**config.mk**
```make
export PLATFORM = sky130hd
export DESIGN_NAME = uart_tx_fifo
export DESIGN_NICKNAME = d
export VERILOG_FILES = /design/src/rtl/uart_tx_fifo.sv
export SDC_FILE = /design/constraint.sdc
export NUM_CORES = 1
export LEC_CHECK = 0
export CORE_MARGIN = 2
export CORE_UTILIZATION = 50
export CTS_CLUSTER_DIAMETER = 50
export CTS_CLUSTER_SIZE = 14
export DETAILED_ROUTE_END_ITERATION = 16
export GPL_TIMING_DRIVEN = 1
export HOLD_SLACK_MARGIN = 0.03
export PLACE_DENSITY = 0.66
export SETUP_SLACK_MARGIN = 0.15
export SLEW_MARGIN = 15
export SYNTH_ARGS = -nofsm -noshare
export SYNTH_HDL_FRONTEND = slang
export SYNTH_SLANG_ARGS = --single-unit
```
**constraint.sdc**
```tcl
create_clock -name clk -period 3.55 [get_ports clk]
set_input_delay 0.71 -clock clk [delete_from_list [all_inputs] [get_ports clk]]
set_output_delay 0.71 -clock clk [all_outputs]
set_load 0.02 [all_outputs]
```
**src/rtl/uart_tx_fifo.sv**
```systemverilog
// Byte FIFO feeding a UART transmitter: buffers host pushes and hands bytes out
// one at a time with a tx_en pulse, waiting for tx_done between bytes.
module uart_tx_fifo #(
  parameter int DEPTH = 16,
  parameter int AW    = 4
) (
  input  logic          clk,
  input  logic          rst,
  input  logic          wr,
  input  logic [7:0]    wdata,
  output logic          full,
  output logic          empty,
  output logic [AW:0]   count,
  output logic          overflow,
  output logic          busy,
  output logic          tx_en,
  output logic [7:0]    tx_data,
  input  logic          tx_done
);

  localparam logic [1:0] IDLE = 2'd0;
  localparam logic [1:0] SEND = 2'd1;
  localparam logic [1:0] WAIT = 2'd2;

  logic [1:0]    state;
  logic [AW-1:0] wr_ptr;
  logic [AW-1:0] rd_ptr;
  logic [7:0]    mem [DEPTH];
  logic          push;
  logic          pop;

  assign full  = (count == (AW+1)'(DEPTH));
  assign empty = (count == '0);
  assign busy  = (state != IDLE);

  // Full is judged on the pre-edge count, so a same-cycle pop never frees a slot for the push.
  assign push = wr & ~full;
  assign pop  = (state == IDLE) & ~empty;

  always_ff @(posedge clk) begin
    if (push) begin
      mem[wr_ptr] <= wdata;
    end
  end

  always_ff @(posedge clk) begin
    if (rst) begin
      wr_ptr   <= '0;
      rd_ptr   <= '0;
      count    <= '0;
      state    <= IDLE;
      tx_en    <= 1'b0;
      tx_data  <= '0;
      overflow <= 1'b0;
    end else begin
      overflow <= wr & full;
      tx_en    <= pop;

      if (push) begin
        wr_ptr <= wr_ptr + 1'b1;
      end

      if (pop) begin
        rd_ptr  <= rd_ptr + 1'b1;
        tx_data <= mem[rd_ptr];
      end

      case ({push, pop})
        2'b10:   count <= count + 1'b1;
        2'b01:   count <= count - 1'b1;
        default: count <= count;
      endcase

      // tx_done only matters in WAIT; strobes seen in IDLE or SEND are dropped.
      case (state)
        IDLE:    if (pop) state <= SEND;
        SEND:    state <= WAIT;
        WAIT:    if (tx_done) state <= IDLE;
        default: state <= IDLE;
      endcase
    end
  end

endmodule
```
After elaboration in Yosys (flattened, before gate mapping)
Memory sizes are Yosys's and may differ from the RTL's. A register that Yosys moved wholly into a read port is not among the register bits.
Index checks and enable logic that the tools add are counted.
{ "word_totals": {"ff_bits": 17, "mem_bits_rw": 128, "inputBits": 12, "output_inout_bits": 18, "word_cells": 34, "memories": 1} }
{ "mem_list": {"columns": ["memory", "depth", "word_bits", "read_ports", "rd_ports_with_merged_regs", "write_ports", "line_no", "source"], "rows": [
  ["mem", 16, 8, 1, 1, 1, "28", "logic [7:0] mem [DEPTH];"]
]} }
{ "op_classes": {"n_addsub": 4, "eq_ne": 7, "n_mux": 6, "bitwise_logic": 5, "reduce_logical": 5} }
{ "ops": {"columns": ["op", "count"], "rows": [
  ["$pmux 5 s2", 1],
  ["$add 4x1->4 const B", 2],
  ["$pmux 2 s3", 1],
  ["$add 5x1->5 const B", 1],
  ["$eq 5x5->1 const B", 1],
  ["$logic_not 5->1", 1],
  ["$sub 5x1->5 const B", 1],
  ["$eq 2x1->1 const B", 2],
  ["$eq 2x2->1 const B", 2],
  ["$mux 2", 2],
  ["$ne 2x2->1 const B", 2],
  ["$reduce_bool 2->1", 2],
  ["$and 1x1->1", 3],
  ["$logic_not 2->1", 1],
  ["$mux 1", 2],
  ["$not 1->1", 2],
  ["$reduce_and 2->1", 1]
]} }

Depth between registers and ports, before layout
Gate-level depths: netlist (run 1).
{ "logic_depth": {"ltp_word": 5, "mapped_depth": 10, "depth_no_buf": 9} }

Worst setup path before layout (run 1)
Ideal clock, no wire load.
{ "synth_timing": {"kind": "reg2reg", "startpoint": "register count[0]", "endpoint": "register count[4]", "setup_time_ns": 0.121, "arrival_ns": 2.727, "required_time_ns": 3.429, "slack_ns": 0.702, "stages_incl_launch_ff": 10, "path_buffers": 1, "period_less_slack_ns": 2.848, "path_cell_list": "dfxtp_1 > nor4_2 > a21boi_2 > buf_4 > ha_1 > fa_1 > a21o_1 > a21oi_1 > mux2i_1 > mux2_2"} }
{ "synth_via": {"elab_chain_len": 5, "word_cells_on_any_way": 12, "cone_classes": "2 x add/sub; 3 x eq/ne; 1 x mux; 4 x bitwise; 2 x reduce/logical"} }
{ "synth_lines": {"columns": ["item", "line_no", "source"], "rows": [
  ["from (decl)", "13", "output logic [AW:0] count,"],
  ["from (signal assigned)", "69", "2'b10: count <= count + 1'b1;"],
  ["from (signal assigned)", "70", "2'b01: count <= count - 1'b1;"],
  ["from (signal assigned)", "71", "default: count <= count;"],
  ["$logic_not 5->1 (*)", "33", "assign empty = (count == '0);"],
  ["$not 1->1 (*)", "38", "assign pop = (state == IDLE) & ~empty;"],
  ["$and 1x1->1 (*)", "38", null],
  ["net pop", "30", "logic pop;"],
  ["$eq 2x1->1 or $eq 2x2->1 (tied branches)", "68", "case ({push, pop})"],
  ["$pmux 5 s2 or $reduce_bool 2->1 (tied branches)", null, null]
]} }
Mark *: on every way through the listed nets, which the timed path passes. The rest lies on a longest branch.
A chain may end at the register's enable or synchronous reset.

Worst setup path after layout (run 1)
{ "layout_timing": {"startpoint": "register count[0]", "endpoint": "output empty"} }
{ "layout_via": {"elab_chain_len": 1} }
{ "layout_lines": {"columns": ["item", "line_no", "source"], "rows": [
  ["$logic_not 5->1", "33", null],
  ["to (decl)", "12", "output logic empty,"]
]} }
No other way between the ends.

==> results of run 1 <==
power breakdown:
part           internal [W]  switching, W  leakage (nW)  total [W]
combinational      0.000449      0.000594         0.694    0.00104
clock              0.000967      0.000690         0.258    0.00166
sequential          0.00207      0.000111          1.36    0.00218
total               0.00348       0.00139          2.31    0.00488
per-layer routing:
metal | up-vias | wire (µm) | part of all wire
met5 | - | 0 | 0
met4 | 0 | 78 | 0.0070
met3 | 5 | 419 | 0.037
met2 | 54 | 5407 | 0.48
met1 | 1636 | 5293 | 0.47
li1 | 1611 | - | -
cell usage in the layout, fill, tap and decap left out, types with 6 or more instances in the layout:
master           netlist  layout
buf_4                  6      15
clkbuf_16              0      17
clkdlybuf4s50_1        0      29
dfxtp_1               25      24
edfxtp_1             128     128
ha_1                   9       9
inv_1                  6       6
mux2i_1               69      69
nor2_1                39      39
nor3_1                 6       6
nor4_1                 8       8
o22ai_1               32      32
xor2_1                 6       6
cell type report:
type                            count  share of cell area
Sequential cell                   153              0.6037
Multi-Input combinational cell    216              0.2311
Clock buffer                       19             0.06011
Timing Repair Buffer               44             0.05594
Tap cell                          168             0.02919
Clock inverter                     13             0.01685
Inverter                            6            0.003127
worst min-delay path by stage:
| stage | from | to | slack (ns) | depth (start not counted) |
|---|---|---|---|---|
| finish | tx_data[4] | tx_data[4] | 0.50 | 2 |
| global route | tx_data[7] | tx_data[7] | 0.54 | 2 |
| CTS | tx_data[4] | tx_data[4] | 0.50 | 2 |
| detailed placement | tx_data[7] | tx_data[7] | 0.50 | 2 |
| global placement | tx_data[6] | tx_data[6] | 0.49 | 2 |
| floorplan | state[0] | state[1] | 0.48 | 2 |
cell families (layout without fill, tap and decap cells):
| family | count (synthesis) | after routing | synth area share |
|---|---|---|---|
| DFF | 153 | 153 | 0.7031 |
| buffers and inverters | 29 | 82 | 0.02754 |
| adders and majority gates | 10 | 10 | 0.02147 |
| AOI/OAI and AO/OA | 52 | 52 | 0.06075 |
| and+or+nand+nor | 75 | 75 | 0.06075 |
| xor gates and xnor gates | 9 | 9 | 0.01276 |
| muxes | 70 | 70 | 0.1136 |
through the flow:
step                      area, µm²  power (W)  setup WS, ns
after global routing           7202   0.005104        0.5040
after global placement         6648   0.003239        0.3942
after floorplan                6178   0.002930        0.7024
final                          7202   0.004878        0.6070
after CTS                      7202   0.004923        0.5817
after detailed placement       6648   0.003267        0.3293
registers in the layout (all words and copies together) (netlist names):
| register | count |
|---|---|
| mem | 128 |
| tx_data | 8 |
| count | 5 |
| rd_ptr | 4 |
| wr_ptr | 4 |
| state | 2 |
| overflow | 1 |
| tx_en | 1 |
worst register-to-register path, delay by kind of cell, from the launching register on:
family	cells	cell delay (ns)
flops	1	0.38
mux	2	0.58
simple gates	1	0.44
compound gates	3	0.52
fa+ha+maj	2	0.71
==> run_results.csv, run 1 <==
group,metric,value,unit
status,run_status,"finished clean",
power,vdd_ir_drop_max,0.0003694,V
sta,worst_pin_slew,0.9094,ns
global_routing,grt_use_met3,0.04797,
synthesis,synth-seq-cells,153,
floorplan,initial_core_util,0.5122,
setup_path,rr_endpoint,"count[4]",
synthesis,yosysSeqAreaShare,0.7031,
sta,rsz0062_at_grt,"false",
setup_path,r2r_slack,0.82,ns
routing,drt-pass1-iter-count,5,
clock_tree,cts_root_buf,"clkbuf_16",
clock_tree,cts_made_buffers,17,
setup_path,cp-start-kind,"flop",
sta,finalCriticalPeriod,2.943,ns
routing,num_vias,3306,
sta,fmax,339.8,MHz
setup_path,critPathSlowestCell,"clkdlybuf4s50_1",
sta,setup_tns,0,ns
final_layout,multi_input_area,1664,µm²
sta,worst_hold_slack,0.5013,ns
final_layout,drive_gt1_frac,0.1175,
worst_hold_path,worstHoldPathType,"flop to flop",
floorplan,die_h,115.2,µm
synthesis,synth-async-reset-ratio,0,
synthesis,synth_cells,398,
synthesis,syn_avg_cell_area,15.52,µm²
synthesis,synth_top_cell_area_share,0.6221,
setup_path,path_max_fanout,6,
floorplan,io_pins,30,
place,dpl.hpwl,7583,µm
final_layout,instances_no_fill,619,
floorplan,rows,40,
global_routing,antenna_found_initial,0,
sta,slew_violations,0,
global_routing,grt_pass1_vias,3355,
global_routing,grt_overflow,0,
global_routing,grt_pass1_wl,17980,µm
synthesis,synth_edf_count,128,
final_layout,postLayoutCoreUtil,0.5971,
setup_path,cp.depth,3,
global_routing,grt.total_usage,0.1872,
global_routing,use_met2,0.2871,
floorplan,dieArea,13260,µm²
synthesis,ys_warn_count,0,
sta,fin_crit_sh,0.8290,
global_routing,use_met1,0.2595,
floorplan,coreArea,12060,µm²
power,power.leakage,2.314,nW
routing,wire_per_inst,18.09,µm
synthesis,netlist_top_cells_area,"edfxtp_1, mux2i_1, dfxtp_1, o22ai_1, nor2_1",
routing,drtIter0Drc,225,
final_layout,antennaDiodeCount,0,
final_layout,syn_to_final_growth,16.57,%
routing,drc_errors,0,
setup_path,crit_end,"empty",
setup_path,crit_type,"flop to output pin",
power,power.density,677.3,nW/µm²
synthesis,yosysMostFrequentCell,"edfxtp_1",
clock_tree,clk_path_buf_depth,2,
setup_path,timing.rr.start,"count[0]",
sta,relSlewSlack,0.3915,
setup_path,crit_path_cell_trace,"or4_4, nor2_1, clkdlybuf4s50_1",
setup_path,arrival,2.23,ns
setup_path,cp-end-kind,"output pin",
setup_path,rr_worst_depth,8,
routing,drt-total-wl,11200,µm
final_layout,final_nets,460,
floorplan,die_w,115.2,µm
setup_path,crit_path_start,"count[0]",
clock_tree,clk_latency,0.42,ns
clock_tree,cts_tree,"done",
setup_path,worst-path-buf-inv,1,
final_layout,fillCellCount,934,
setup_path,cp_top_family,"simple AND/OR/NAND/NOR gates",
sta,skew,0.005844,ns
global_routing,gr-max-usage-layer,"met2",
synthesis,synth_common_cells,"edfxtp_1, mux2i_1, nor2_1",
place,portBuffers,29,
final_layout,seq_area,4348,µm²
synthesis,ys_types,38,
clock_tree,cts_setup_buffers,0,
setup_path,critPathRequiredTime,2.84,ns
sta,final-setup-viol-count,0,
setup_path,critPathMaxStageDelay,0.64,ns
clock_tree,cts_resized,0,
routing,routed_via_density,5.341,
clock_tree,path_clk_slew,0.06,ns
global_routing,grt_max_degree,55,
synthesis,ys.flop_type,"edfxtp_1",
run,maxCapViolations,0,
clock_tree,htree_levels,4,
sta,finalHoldViolCount,0,
synthesis,yosysTopAreaCell,"edfxtp_1",
synthesis,syn_area,6178,µm²
clock_tree,cts.sinks,153,
clock_tree,cts_hold_buf,0,
place,finalWeightedCongestion,0.7797,
synthesis,synthesis.nets,420,
place,dpl.cell_count,587,
routing,ant_nets,0,
Power figures use the tool's default switching activity.
==> inputs of run 2 (changes only) <==
- clock period: 3.55 -> 3 ns (I/O delays scaled with it)
==> run_results.csv, run 2 (synthesized netlist as in run 1, its figures left out) <==
group,metric,value,unit
routing,drt-pass1-iter-count,4,
setup_path,cp-start-kind,"input port",
setup_path,critPathMaxStageDelay,0.47,ns
status,run_status,"finished clean",
place,dpl.hpwl,7872,µm
final_layout,layout_common_cells,"edfxtp_1, mux2i_1, nor2_1",
clock_tree,clk_latency,0.42,ns
sta,fin_crit_sh,0.8853,
setup_path,worst-path-buf-inv,2,
final_layout,largest_reg_flops,128,
clock_tree,clk_path_buf_depth,2,
sta,fmax,376.5,MHz
final_layout,drive_gt1_frac,0.1388,
routing,drc_errors,0,
final_layout,final_nets,470,
setup_path,r2r_slack,0.35,ns
routing,drtIter0Drc,237,
clock_tree,cts_hold_buf,0,
sta,worst_hold_slack,0.5021,ns
routing,ant_nets,0,
global_routing,antenna_found_initial,0,
global_routing,grt.total_usage,0.1942,
final_layout,final_common_cell,"edfxtp_1",
setup_path,arrival,2.96,ns
clock_tree,cts_root_buf,"clkbuf_16",
power,vdd_ir_drop_max,0.0003950,V
routing,num_vias,3412,
place,dpl.cell_count,597,
power,power,0.005863,W
clock_tree,htree_levels,4,
clock_tree,path_clk_slew,0.06,ns
routing,drt-total-wl,11820,µm
sta,finalHoldViolCount,0,
final_layout,postLayoutCoreUtil,0.6054,
routing,wire_per_inst,18.79,µm
power,power.density,802.9,nW/µm²
floorplan,coreArea,12060,µm²
sta,finalCriticalPeriod,2.656,ns
power,power.leakage,2.387,nW
floorplan,initial_core_util,0.5122,
setup_path,cp_top_family,"adder cells",
floorplan,io_pins,30,
routing,routed_via_density,5.424,
setup_path,cp-end-kind,"flop",
global_routing,grt_overflow,0,
setup_path,crit_type,"input port to flop",
final_layout,regMostFlops,"mem",
final_layout,instances_no_fill,629,
place,finalWeightedCongestion,0.7613,
floorplan,rows,40,
floorplan,die_w,115.2,µm
run,maxCapViolations,0,
global_routing,grt_pass1_vias,3287,
place,portBuffers,29,
final_layout,reg_top3,"mem (128), tx_data (8), count (5)",
sta,relSlewSlack,0.5626,
setup_path,critPathRequiredTime,3.31,ns
sta,final-setup-viol-count,0,
final_layout,syn_to_final_growth,18.19,%
setup_path,critPathSlowestCell,"clkdlybuf4s50_1",
sta,skew,0.009554,ns
sta,worst_pin_slew,0.6541,ns
clock_tree,cts_made_buffers,17,
final_layout,antennaDiodeCount,0,
setup_path,crit_path_cell_trace,"clkdlybuf4s50_1, a21boi_1, inv_1, ha_1, fa_1, a21o_1, a21oi_1, mux2i_1, mux2_2",
clock_tree,cts_setup_buffers,0,
global_routing,grt_max_degree,35,
clock_tree,cts_tree,"done",
floorplan,die_h,115.2,µm
final_layout,fillCellCount,942,
worst_hold_path,worstHoldPathType,"flop to flop",
global_routing,grt_pass1_wl,18340,µm
setup_path,path_max_fanout,4,
clock_tree,cts.sinks,153,
sta,slew_violations,0,
sta,rsz0062_at_grt,"false",
clock_tree,cts_resized,1,
floorplan,dieArea,13260,µm²
run 2: worst register-to-register path: stages, from the launching register on:
cell	delay (ns)
dfxtp_1	0.39
nor4_2	0.43
a21boi_2	0.11
ha_1	0.26
fa_1	0.42
a21o_1	0.19
a21oi_1	0.17
mux2i_1	0.22
mux2_2	0.35
run 2: worst paths after layout:
kind,start,endpoint,cells past startpoint
max,wr,count[4],9
min,tx_data[5],tx_data[5],2
max reg2reg,count[0],count[4],8
min reg2reg,tx_data[5],tx_data[5],2
run 2: layout make-up:
type,count,area (µm²),area share
Sequential cell,153,4348,0.5954
Multi-Input combinational cell,216,1664,0.2279
Timing Repair Buffer,54,489.2,0.06700
Clock buffer,22,474.2,0.06494
Tap cell,168,210.2,0.02879
Clock inverter,10,93.84,0.01285
Inverter,6,22.52,0.003084
run 2: report_power, final:
part           switching, W  internal [W]
Clock              0.000798       0.00121
Sequential         0.000123       0.00245
Combinational      0.000740      0.000549
Total               0.00166       0.00420
run 2: through the flow:
stage	instance area, µm²	TNS [ns]	worst slack [ns]
after floorplan	6178	0	0.1524
after CTS	7302	0	0.3168
final	7302	0	0.3440
after global placement	6735	-0.006470	-0.006470
after detailed placement	6735	-0.09656	-0.09656
after global routing	7302	0	0.1607
run 2: routing by layer:
metal  wire length (µm)  global-route usage
met1               5485              0.2676
met2               5508              0.2831
met3                653             0.06800
met4                168             0.07952
met5                  0                   0
==> inputs of run 3 (changes only) <==
- CAP_MARGIN: unset -> 10
==> results of run 3 <==
The final DEF is identical to that of run 2; final timing and power are the same.
